### src/rtl/rom_read_arbiter.sv
// rom_read_arbiter
// Two requesters share one combinational ROM through a 3-state FSM
// (IDLE -> READ -> RESP). Each transaction takes 3 cycles, and its latency is fixed.
//
// Handshake: a requester raises mN_req with a stable mN_addr and holds both
// until it sees the one-cycle mN_gnt pulse. If mN_req is still high in the
// IDLE cycle after that requester's response, it counts as a new request.
// One cycle after the grant, mN_rvalid pulses once, with mN_rdata/mN_err.
// mN_err is only meaningful while mN_rvalid is high. If both requesters
// ask at once, the one not served last wins (round-robin).
//
// Optional feature: define ROM_ARB_RANGE_CHECK_EN to flag reads whose
// address lies above ROM_BYTES-4. Such a read returns err=1 and rdata=0,
// and it never drives rom_addr.
//
// Ports:
//   clk, rst             rising-edge clock, asynchronous active-high reset
//   m0_req, m0_addr      requester 0 request and byte address
//   m0_gnt, m0_rvalid    requester 0 grant pulse and response pulse
//   m0_rdata, m0_err     requester 0 big-endian read word and range fault
//   m1_*                 the same signals for requester 1
//   rom_addr, rom_data   byte address to the ROM, and the word it returns
//   dbg_state            current FSM state (0 IDLE, 1 READ, 2 RESP)
module rom_read_arbiter #(
  parameter int ROM_BYTES = 4096
) (
  input  logic        clk,
  input  logic        rst,
  input  logic        m0_req,
  input  logic [31:0] m0_addr,
  output logic        m0_gnt,
  output logic        m0_rvalid,
  output logic [31:0] m0_rdata,
  output logic        m0_err,
  input  logic        m1_req,
  input  logic [31:0] m1_addr,
  output logic        m1_gnt,
  output logic        m1_rvalid,
  output logic [31:0] m1_rdata,
  output logic        m1_err,
  output logic [31:0] rom_addr,
  input  logic [31:0] rom_data,
  output logic [1:0]  dbg_state
);

  typedef enum logic [1:0] {
    IDLE = 2'd0,
    READ = 2'd1,
    RESP = 2'd2
  } state_t;

  // Highest legal word address; it is used only when range checking is enabled.
  localparam logic [31:0] MAX_ADDR = 32'(ROM_BYTES - 4);

  state_t      state;
  logic        last_served;  // id of the requester granted most recently
  logic        cur_id;       // id of the transaction in flight
  logic        cur_oor;      // the transaction in flight is out of range

  logic        win_id;
  logic [31:0] win_addr;
  logic        win_oor;

  // Requester 1 wins when it asks alone, or when both ask and m0 went last.
  always_comb begin
    win_id   = 1'b0;
    win_addr = m0_addr;
    if (m1_req && (!m0_req || !last_served)) begin
      win_id   = 1'b1;
      win_addr = m1_addr;
    end
  end

`ifdef ROM_ARB_RANGE_CHECK_EN
  assign win_oor = (win_addr > MAX_ADDR);
`else
  logic unused_max_addr;
  assign unused_max_addr = ^MAX_ADDR;
  assign win_oor         = 1'b0;
`endif

  assign dbg_state = state;

  always_ff @(posedge clk or posedge rst) begin
    if (rst) begin
      state       <= IDLE;
      last_served <= 1'b1;
      cur_id      <= 1'b0;
      cur_oor     <= 1'b0;
      m0_gnt      <= 1'b0;
      m0_rvalid   <= 1'b0;
      m0_rdata    <= 32'd0;
      m0_err      <= 1'b0;
      m1_gnt      <= 1'b0;
      m1_rvalid   <= 1'b0;
      m1_rdata    <= 32'd0;
      m1_err      <= 1'b0;
      rom_addr    <= 32'd0;
    end else begin
      // Grants and responses are single-cycle pulses by default.
      m0_gnt    <= 1'b0;
      m1_gnt    <= 1'b0;
      m0_rvalid <= 1'b0;
      m1_rvalid <= 1'b0;
      case (state)
        IDLE: begin
          if (m0_req || m1_req) begin
            state       <= READ;
            cur_id      <= win_id;
            last_served <= win_id;
            cur_oor     <= win_oor;
            // An out-of-range read leaves the ROM address where it was.
            if (!win_oor) rom_addr <= win_addr;
            if (win_id) m1_gnt <= 1'b1;
            else        m0_gnt <= 1'b1;
          end
        end
        READ: begin
          state <= RESP;
          if (cur_id) begin
            m1_rvalid <= 1'b1;
            m1_rdata  <= cur_oor ? 32'd0 : rom_data;
            m1_err    <= cur_oor;
          end else begin
            m0_rvalid <= 1'b1;
            m0_rdata  <= cur_oor ? 32'd0 : rom_data;
            m0_err    <= cur_oor;
          end
        end
        RESP: begin
          state <= IDLE;
        end
        default: begin
          state <= IDLE;
        end
      endcase
    end
  end

endmodule

### config.mk
export PLATFORM = sky130hd
export DESIGN_NAME = rom_read_arbiter
export DESIGN_NICKNAME = d
export VERILOG_FILES = /design/src/rtl/rom_read_arbiter.sv
export SDC_FILE = /design/constraint.sdc
export NUM_CORES = 1
export LEC_CHECK = 0
export ABC_AREA = 1
export CELL_PAD_IN_SITES_DETAIL_PLACEMENT = 1
export CELL_PAD_IN_SITES_GLOBAL_PLACEMENT = 2
export CORE_ASPECT_RATIO = 1.5
export CORE_MARGIN = 5
export CORE_UTILIZATION = 25
export DETAILED_ROUTE_END_ITERATION = 12
export PLACE_DENSITY_LB_ADDON = 0.1
export SLEW_MARGIN = 0
export SYNTH_ARGS = -nofsm -noshare
export SYNTH_HDL_FRONTEND = slang
export SYNTH_SLANG_ARGS = --single-unit
### constraint.sdc
create_clock -name clk -period 5.8 [get_ports clk]
set_input_delay 0.58 -clock clk [delete_from_list [all_inputs] [get_ports clk]]
set_output_delay 0.58 -clock clk [all_outputs]
set_load 0.02 [all_outputs]
==> run_results.csv <==
group,metric,value,unit
clock_tree,clock_path_buffers,2,
layout,drive_gt1_share,4.104,%
floorplanning,ioPinCount,204,
placed_design,dp.cells,932,
layout,layout.nets,826,
synth,synth_compound_area_share,7.313,%
critical_path,cpMaxStageDelayCell,"clkdlybuf4s50_1",
synth,synthXorXnorAreaFrac,0,%
outcome,status,"complete, no violations",
synth,synthCells,542,
layout,nFillCells,2121,
detailed_routing,vias_per_cell,4.285,
timing,period_needed,2.222,ns
detailed_routing,vias,4066,
timing,finalMaxSlewViolations,0,
critical_path,crit_path_max_incr_delay,0.46,ns
critical_path,worstSetupPathType,"input port to flip-flop",
clock_tree,clk_latency,0.34,ns
detailed_routing,finalWirelength,14.72,mm
critical_path,cp_cell_sequence,"clkdlybuf4s50_1, buf_4, nor2_4, nor2_8, inv_4, nand2_1, nand2_1",
detailed_routing,route.detailed.drc,0,
clock_tree,cts_tree,"built",
critical_path,startpoint_type,"input port",
floorplanning,start_util,25.46,%
min_path,hp-class,"flip-flop to flip-flop",
synth,ys_warn_count,0,
timing,hold_viol_final,0,
grt,grt_max_degree,66,
timing,setup_viol,0,
synth,synth_area,4568,um2
timing,setup-tns-final,0,ns
detailed_routing,dr.pass1.iters,5,
grt,grt_pass1_wl,23.96,mm
synth,ys_ff_latch,104,
flow_run,drv_cap,0,
critical_path,path_common_cell,"nand2_1",
grt,track_usage,14.22,%
placed_design,dpl.hpwl,10.86,mm
floorplanning,dieArea,21130,um2
detailed_routing,wire_per_inst,15.51,um
synth,ys_seq_area_share,57.00,%
timing,rsz0062_at_grt,"false",
critical_path,path_max_fanout,35,
power_and_ir_drop,vdd_drop_max,0.1737,mV
power_and_ir_drop,power.density,547.0,nW/um2
floorplanning,rows,60,
floorplanning,core_region_area,17940,um2
timing,worstMarginPinSlew,1.114,ns
clock_tree,hold_buffers,0,
critical_path,required,6.03,ns
floorplanning,die_w,120.4,um
placed_design,port-buffer-count,201,
timing,max_freq,450.0,MHz
clock_tree,htree_num_levels,3,
timing,skew,0.008015,ns
grt,grt_pass1_vias,4527,
detailed_routing,postRouteAntennaNets,0,
timing,slew-limit-headroom,25.50,%
synth,synthAdderAreaFrac,0,%
clock_tree,clock_sinks,104,
power_and_ir_drop,p_leak,3.468,nW
synth,syn_area_per_cell,8.428,um2
critical_path,arrival,2.45,ns
floorplanning,die_y,175.6,um
clock_tree,post-cts-setup-buffers,0,
grt,grt.overflow.total,0,
timing,post-route-period-util,38.32,%
placed_design,gp_congestion,0.7129,
clock_tree,cts-root-buf,"clkbuf_16",
clock_tree,clk_pin_slew,0.07,ns
critical_path,cp-end-kind,"flip-flop",
synth,synth.mux.area_fraction,0,%
detailed_routing,first_iter_violations,157,
layout,instances_no_fill,949,
layout,syn2layout_area_growth,51.88,%
grt,antenna_found_initial,1,
clock_tree,cts_resized,0,
synth,synthSimpleGateAreaFrac,21.80,%
synth,synth_top_family_by_area,"simple AND/OR/NAND/NOR gates",
synth,ys_types,18,
clock_tree,numCtsBuffers,9,
-- path summary, 6_finish.rpt --
| path | from | endpoint | slack [ns] | cells past startpoint |
|---|---|---|---|---|
| hold / removal | last_served$_DFFE_PP1P_ | last_served$_DFFE_PP1P_ | 0.47 | 2 |
| setup / recovery | m1_req | rom_addr[6]$_DFFE_PP0P_ | 3.58 | 7 |
| hold reg to reg | last_served$_DFFE_PP1P_ | last_served$_DFFE_PP1P_ | 0.47 | 2 |
| max in group asynchronous | rst | rom_addr[6]$_DFFE_PP0P_ | 3.94 | 3 |
| setup reg to reg | dbg_state[1]$_DFFE_PP0P_ | m0_rdata[17]$_DFFE_PP0P_ | 3.99 | 3 |
| min in group asynchronous | rst | m1_rdata[21]$_DFFE_PP0P_ | 0.66 | 2 |
-- routing by layer --
metal	share of wire [%]	global-route usage [%]	routed length, um
met5	0	0	0
met4	1.1	3.781	161
met3	5.8	3.673	852
met2	54	26.80	7875
met1	40	15.60	5829
-- cell families (layout without fill, tap and decap cells) --
logic type	Yosys count	in the layout
compound gates	66	66
buf+inv	136	324
flops	104	104
other cells	1	3
simple gates	235	235
-- critical path, delay by kind of cell --
family	cells	cell delay, ns
buffers and inverters	3	1.10
AND/OR/NAND/NOR	4	0.74
-- per-stage QoR --
step | hold WS [ns] | utilization, % | total power, mW | cell area [um2] | setup slack, ns
2_1_floorplan | 0.4419 | - | 2.317 | 4572 | 2.489
3_3_place_gp | 0.4536 | 37.05 | 3.226 | 6648 | 3.172
3_5_place_dp | 0.4646 | 37.05 | 3.274 | 6648 | 3.128
4_1_cts | 0.4732 | 38.65 | 3.888 | 6935 | 3.500
5_1_grt | 0.5087 | 38.67 | 4.081 | 6938 | 3.374
6_report | 0.4730 | 38.67 | 3.795 | 6938 | 3.578
-- power breakdown --
part	internal, mW	switching [mW]
combinational	0.836	1.08
clock	0.309	0.283
sequential	1.09	0.197
total	2.23	1.56
-- area by class of cell --
cell class | count | area [um2] | area share (%)
diodes | 1 | 2.502 | 0.03607
repair buffers | 204 | 2034 | 29.32
inverters | 104 | 395.4 | 5.699
flip-flops and latches | 104 | 2604 | 37.53
multi-input cells | 303 | 1343 | 19.35
clock buffers | 10 | 239.0 | 3.445
clock inverters | 6 | 48.80 | 0.7033
well taps | 217 | 271.5 | 3.913
-- cell usage in the layout, fill, tap and decap left out, drive strengths merged --
| cell | count |
|---|---|
| a21oi | 1 |
| buf | 3 |
| clkbuf | 10 |
| clkdlybuf4s50 | 201 |
| clkinv | 1 |
| clkinvlp | 2 |
| conb | 2 |
| dfrtp | 103 |
| dfstp | 1 |
| diode | 1 |
| inv | 107 |
| nand2 | 167 |
| nand3 | 64 |
| nor2 | 4 |
| o21ai | 65 |
-- synth_stat cells --
master / number / area share [%]
inv_1: 102 / 8.4
dfstp_2: 1 / 0.58
nor2_4: 2 / 0.49
buf_6: 9 / 2.2
nor2_8: 1 / 0.44
nand2_1: 166 / 14
o21ai_0: 65 / 7.1
buf_4: 11 / 1.8
nor2_1: 1 / 0.082
inv_4: 1 / 0.14
nand3_1: 64 / 7.0
nand2_2: 1 / 0.14
a21oi_2: 1 / 0.19
inv_2: 1 / 0.082
conb_1: 1 / 0.082
dfrtp_1: 103 / 56
clkbuf_1: 5 / 0.41
buf_2: 7 / 0.77
-- registers in the layout (all words and copies together) (netlist names) --
signal	cells
cur_id	1
rom_addr	32
m0_rvalid	1
m0_rdata	32
m1_rvalid	1
dbg_state	2
last_served	1
m1_rdata	32
m1_gnt	1
m0_gnt	1
(Power assumes the default switching activity.)
